File: config.mk
export PLATFORM = sky130hd
export DESIGN_NAME = seven_tube_capture
export DESIGN_NICKNAME = d
export VERILOG_FILES = /design/src/rtl/seven_tube_capture.sv
export SDC_FILE = /design/constraint.sdc
export NUM_CORES = 1
export LEC_CHECK = 0
export CAP_MARGIN = 20
export CORE_MARGIN = 2
export CORE_UTILIZATION = 57
export DETAILED_ROUTE_END_ITERATION = 12
export GPL_ROUTABILITY_DRIVEN = 1
export GPL_TIMING_DRIVEN = 0
export PLACE_DENSITY = 0.77
export REMOVE_ABC_BUFFERS = 1
export SETUP_SLACK_MARGIN = 0.05
export SYNTH_ARGS = -nofsm -noshare
export SYNTH_HDL_FRONTEND = slang
export SYNTH_SLANG_ARGS = --single-unit
File: constraint.sdc
create_clock -name clk -period 3.25 [get_ports clk]
set_input_delay 0.8125 -clock clk [delete_from_list [all_inputs] [get_ports clk]]
set_output_delay 0.8125 -clock clk [all_outputs]
set_load 0.05 [all_outputs]
File: src/rtl/seven_tube_capture.sv
// Reader side of a six-digit multiplexed seven-segment scan bus: debounces each digit,
// decodes it back to a hex nibble and reassembles the 24-bit word shown on the display.
module seven_tube_capture #(
    parameter int unsigned SETTLE = 256
) (
    input  logic        clk,
    input  logic        rst_n,
    input  logic [7:0]  seg_in,
    input  logic [2:0]  sel_in,
    output logic [23:0] odata,
    output logic        odata_valid,
    output logic        frame_err
);

    typedef enum logic {WAIT, COLLECT} state_t;

    localparam logic [15:0] SETTLE_W  = 16'(SETTLE);
    localparam logic [15:0] SETTLE_M1 = 16'(SETTLE - 1);

    logic [2:0]  sel_m, s_sel, p_sel, last_sel, exp_idx, exp_d;
    logic [7:0]  seg_m, s_seg, p_seg;
    logic [15:0] cnt;
    logic [23:0] dbuf, dbuf_d, odata_d;
    state_t      state, state_d;
    logic        same, accept, fresh, good, wr, err_d, valid_d;
    logic [3:0]  nib;

    // Active-low g..a patterns; anything outside the table is flagged as bad.
    always_comb begin
        good = 1'b1;
        nib  = '0;
        unique case (s_seg[6:0])
            7'h40: nib = 4'h0;
            7'h79: nib = 4'h1;
            7'h24: nib = 4'h2;
            7'h30: nib = 4'h3;
            7'h19: nib = 4'h4;
            7'h12: nib = 4'h5;
            7'h02: nib = 4'h6;
            7'h78: nib = 4'h7;
            7'h00: nib = 4'h8;
            7'h10: nib = 4'h9;
            7'h08: nib = 4'hA;
            7'h03: nib = 4'hB;
            7'h46: nib = 4'hC;
            7'h21: nib = 4'hD;
            7'h06: nib = 4'hE;
            7'h0E: nib = 4'hF;
            default: good = 1'b0;
        endcase
    end

    assign same   = (s_sel == p_sel) && (s_seg == p_seg);
    assign accept = same && (cnt == SETTLE_M1);
    // A re-accept of the digit just taken (e.g. after a short glitch) is dropped here.
    assign fresh  = accept && (s_sel != last_sel);

    always_comb begin
        state_d = state;
        exp_d   = exp_idx;
        dbuf_d  = dbuf;
        odata_d = odata;
        err_d   = 1'b0;
        valid_d = 1'b0;
        wr      = 1'b0;
        if (fresh) begin
            case (state)
                WAIT: begin
                    if (s_sel == 3'd0 && good) begin
                        wr      = 1'b1;
                        exp_d   = 3'd1;
                        state_d = COLLECT;
                    end else if (s_sel > 3'd5 || !good) begin
                        err_d = 1'b1;
                    end
                end
                COLLECT: begin
                    if (good && s_sel == exp_idx) begin
                        wr = 1'b1;
                        if (exp_idx == 3'd5) begin
                            odata_d = {dbuf[23:4], nib};
                            valid_d = 1'b1;
                            state_d = WAIT;
                        end else begin
                            exp_d = exp_idx + 3'd1;
                        end
                    end else if (good && s_sel == 3'd0) begin
                        err_d = 1'b1;
                        wr    = 1'b1;
                        exp_d = 3'd1;
                    end else begin
                        err_d   = 1'b1;
                        state_d = WAIT;
                    end
                end
                default: state_d = WAIT;
            endcase
        end
        for (int unsigned i = 0; i < 6; i++) begin
            if (wr && s_sel == 3'(i)) dbuf_d[23 - 4*i -: 4] = nib;
        end
    end

    always_ff @(posedge clk or negedge rst_n) begin
        if (!rst_n) begin
            sel_m       <= '0;
            seg_m       <= '1;
            s_sel       <= '0;
            s_seg       <= '1;
            p_sel       <= '0;
            p_seg       <= '1;
            cnt         <= '0;
            state       <= WAIT;
            exp_idx     <= '0;
            last_sel    <= 3'd7;
            dbuf        <= '0;
            odata       <= '0;
            odata_valid <= 1'b0;
            frame_err   <= 1'b0;
        end else begin
            sel_m <= sel_in;
            seg_m <= seg_in;
            s_sel <= sel_m;
            s_seg <= seg_m;
            p_sel <= s_sel;
            p_seg <= s_seg;
            if (!same)
                cnt <= '0;
            else if (cnt < SETTLE_W)
                cnt <= cnt + 16'd1;
            if (fresh) last_sel <= s_sel;
            state       <= state_d;
            exp_idx     <= exp_d;
            dbuf        <= dbuf_d;
            odata       <= odata_d;
            odata_valid <= valid_d;
            frame_err   <= err_d;
        end
    end

endmodule

# Yosys cells after proc, flatten, opt, wreduce, memory -nomap -nowiden
# Index checks and enable logic that the tools add are counted.
# totals
ff_bits	102
out_inout_bits	26
wordCells	91
# classes
n_addsub	2
mux	24
order_cmp	2
reduce_logical	17
bitwise_logic	1
n_eq_ne	27
# ops
operator	n
$pmux 4 s15	1
$mux 16	2
$eq 7x7->1 const B	4
$eq 7x5->1 const B	3
$eq 7x6->1 const B	3
$add 16x1->16 const B	1
$eq 16x8->1 const B	1
$lt 16x9->1 const B	1
$reduce_or 16->1	1
$eq 7x2->1 const B	2
$eq 7x4->1 const B	2
$mux 1	14
$logic_and 1x1->1	10
$mux 3	3
$eq 8x8->1	1
$eq 7x3->1 const B	1
$logic_not 7->1	1
$eq 3x2->1 const B	2
$eq 3x3->1	2
$eq 3x3->1 const B	2
$pmux 1 s2	3
$pmux 3 s2	1
$reduce_and 4->1	1
$add 3x1->3 const B	1
10 further kinds	10

# Longest topological paths before layout
# logic_depth
depth_word	9
depth_mapped	8
depth_no_buf	6

# Worst setup path before layout
# No wires, ideal clock.
# synth_path
kind	register to register
start	reg cnt[8]
end	reg odata[10]
slack_ps	340
arrival_time_ps	2785
path_buffers	2
path_stages_with_launch	8
synth_period_minus_slack_ps	2910
cell_sequence	dfrtp_1 or4_4 or2_0 clkbuf_2 or4b_4 a2111oi_4 buf_6 mux2_2
# synth_between
elab_chain_len	4
# synth_lines
item	line	rtl
from (decl)	22	logic [15:0] cnt;
from (signal assigned)	130	cnt <= cnt + 16'd1;
$eq 16x8->1	54	assign accept = same && (cnt == SETTLE_M1);
$logic_and 1x1->1	54	
$logic_and 1x1->1	56	assign fresh = accept && (s_sel != last_sel);
$reduce_and 4->1 (no source line)	-	
to (signal assigned)	135	odata <= odata_d;
to (decl)	10	output logic [23:0] odata,
# No other way between the ends.
# A chain may end at the register's enable or synchronous reset.

# Worst setup path after layout
# layout_path
start	reg cnt[8]
end	reg odata[6]
# The elaborated chain is that of the path after synthesis.

==> impl_metrics.toml <==
[status]
status = "completed"

[clock_network]
clkSinkCount = 102
cts.path.max_buffers = 2
clock_latency_ns = 0.37
cts_hold_repair.buffers = 0
cts_root_buf = "clkbuf_8"
cts_max_level = 3
numCtsBuffers = 9
path_clk_slew_ns = 0.11
cts_tree = "yes"

[timing]
worst_slew_pin_slew_ns = 0.706
hold_violations = 0
drv_slew = 0
setup_tns_ns = 0
period_minus_slack_ns = 3.08
slew_headroom_pct = 52.5
setup_violations = 0
whs_ns = 0.340
skew_ns = 0.0130
fin_crit_sh_pct = 94.7
timing.fmax_ghz = 0.325
rsz0062_at_grt = "false"
layout_setup_ws_ns = 0.172

[grt]
grt-ovfl-total = 0
grt_pass1_vias = 2821
antenna_found_initial = 0
grt_pass1_wl_um = 13500
grt_max_degree = 79
grt_use_total_pct = 19.9

[power_and_ir_drop]
combPwrFrac_pct = 4.3
p_per_area_mw_per_mm2 = 424
power.total_uw = 2160
p_sw_uw = 527
leakagePower_uw = 0.00211
intPower_uw = 1640
power_frac_seq_pct = 61.6
switching_share_pct = 24.4
peakVddDrop_mv = 0.298
power_frac_clock_pct = 34.1

[drt]
wire_per_inst_um = 16.0
via_per_inst = 5.61
drtIter0Drc = 78
vias = 2675
wl_um = 7640
final_antenna_net_count = 0
firstDrtPassIters = 4
drc = 0

[logic_synthesis]
yosysWarnings = 0
netlist_area_mm2 = 0.00445
yosysSeqAreaShare_pct = 58.1
synth-edff-count = 0
postSynthCellCount = 336
synth.avg_cell_area_um2 = 13.3
synth_cell_types = 59
synthArstFlopShare_pct = 100
synth_seq_cells = 102
ys.flop_type = "dfrtp_1"
synth_area_leaders = "dfrtp_1 (42%), dfstp_2 (16%), mux2_2 (11%)"
netlist.area_leader.share_pct = 42.1
yosys.area.top_type = "dfrtp_1"

[floorplan]
die-area_mm2 = 0.00853
start_util_pct = 58.2
fp-row-count = 32
ioPinCount = 39
die_h_um = 92.4
die_w_um = 92.4
core_area_mm2 = 0.00765

[setup_path]
cp.depth = 6
cp-end-kind = "flip-flop"
r2r_setup_slack_ns = 0.17
crit_path_cell_trace = "or4_4, or2_0, or4b_4, a2111oi_4, buf_4, mux2_2"
crit_path_start_kind = "flip-flop"
r2r_end = "odata[6]$_DFFE_PN0P_"
required_ns = 3.50
critPathMaxStageDelay_ns = 0.71
cpMaxStageDelayCell = "or4b_4"
arrival_ns = 3.33
critical_path_buf_inv_count = 1
crit_fanout = 11
endpoint = "odata[6]$_DFFE_PN0P_"
criticalPathCategory = "flip-flop to flip-flop"
cp_top_family = "simple AND/OR/NAND/NOR gates"
critPathLaunch = "cnt[8]$_DFFE_PN0P_"
r2r_cells = 6
r2r_start = "cnt[8]$_DFFE_PN0P_"

[place]
placement.io_buffers = 38
place_congestion = 0.847
place_ws_ns = -0.384
hpwlAfterDp_um = 5070

[final_layout]
diodes = 0
final_nets = 386
area_growth_pct = 14.5
layout-drive-gt1-share_pct = 29.6
final_core_util_pct = 66.7

[job]
max_cap_viol_count = 0

[hold_path]
min_path_type = "input pin to async pin"
==> layer usage <==
metal  part of all wire (%)  track usage [%]  vias to the layer above
met3                    3.6             5.04                        9
met1                     47             27.4                     1329
met5                      0                0                        -
met2                     49             31.3                       50
li1                       -                -                     1287
met4                    1.3             6.09                        0
==> cell families after synthesis <==
kind of cell / after synthesis / synth area share, %
muxes: 50 / 12.6
DFF: 102 / 58.1
adders and majority gates: 3 / 0.843
buffers and inverters: 25 / 2.64
and+or+nand+nor: 91 / 11.9
AOI/OAI and AO/OA: 41 / 9.24
xor gates and xnor gates: 24 / 4.72
==> flip-flops by register name, summed over array words and instances (netlist names), 8 cells and up <==
signal / flops
odata: 24
dbuf: 20
cnt: 16
p_seg: 8
s_seg: 8
seg_m: 8
==> worst register-to-register path, cell delays in order, from the launching register on <==
cell and delay (ns):
dfrtp_1 0.39, or4_4 0.54, or2_0 0.36, or4b_4 0.71, a2111oi_4 0.37, buf_4 0.26, mux2_2 0.35
==> layout make-up <==
cell class	count	area [um2]
inverters	5	18.8
multi-input cells	209	1750
repair buffers	43	434
well taps	102	128
clock buffers	10	128
flip-flops and latches	102	2590
fillers	572	2550
clock inverters	6	50.0
==> Yosys cell counts (all sizes together) (2+ instances only) <==
library cell	count
dfrtp	75
mux2	48
dfstp	27
nor2	20
xnor2	20
nand2	16
clkbuf	13
a2111oi	10
nand3	8
a21oi	7
and2	7
buf	7
inv	5
or4	5
nor4	4
nor4b	4
o21ai	4
xor2	4
ha	3
nand3b	3
nand4	3
nand4b	3
nor3	3
nor3b	3
o2111ai	3
or2	3
and4	2
mux2i	2
or3	2
or4b	2
==> placed cells by master, fill, tap and decap left out, types with 5 or more instances in the layout <==
| cell type | instances |
|---|---|
| a2111oi_0 | 5 |
| a21oi_1 | 7 |
| nand3_1 | 8 |
| dfrtp_1 | 75 |
| xnor2_1 | 20 |
| inv_1 | 5 |
| a2111oi_4 | 5 |
| and2_1 | 7 |
| dfstp_2 | 27 |
| nor2_1 | 20 |
| clkdlybuf4s50_1 | 37 |
| mux2_2 | 45 |
| clkbuf_8 | 9 |
| nand2_1 | 16 |
==> stage by stage <==
stage,instances,cell area (um2)
3_5_place_dp,459,4900
4_1_cts,476,5090
2_1_floorplan,316,4350
6_report,477,5100
3_3_place_gp,456,4860
5_1_grt,477,5100
==> worst min-delay path by stage <==
stage                            end  slack (ns)  depth (start not counted)
3_5_place_dp      s_sel[2]$_DFF_PN0_        0.34                          0
2_1_floorplan     s_sel[0]$_DFF_PN0_        0.33                          0
4_1_cts        odata[18]$_DFFE_PN0P_        0.34                          1
6_report       odata[19]$_DFFE_PN0P_        0.34                          1
5_1_grt        odata[18]$_DFFE_PN0P_        0.35                          1
3_3_place_gp      s_sel[1]$_DFF_PN0_        0.33                          0
==> repair_timing <==
item,in CTS,in global routing
hold endpoints to repair,0,0
buffers inserted,1,0
setup endpoints to repair,24,39
gates resized for setup,0,3
pin swaps,1,0
==> power groups by stage <==
stage / Combinational [uW] / Sequential [uW] / Clock, uW
floorplan: 43.3 / 1350 / 0
global placement: 87.9 / 1360 / 0
detailed placement: 94.4 / 1360 / 0
CTS: 95.0 / 1330 / 756
global route: 105 / 1340 / 810
finish: 92.3 / 1330 / 737
Note: power is estimated with default switching activity, not from simulation.
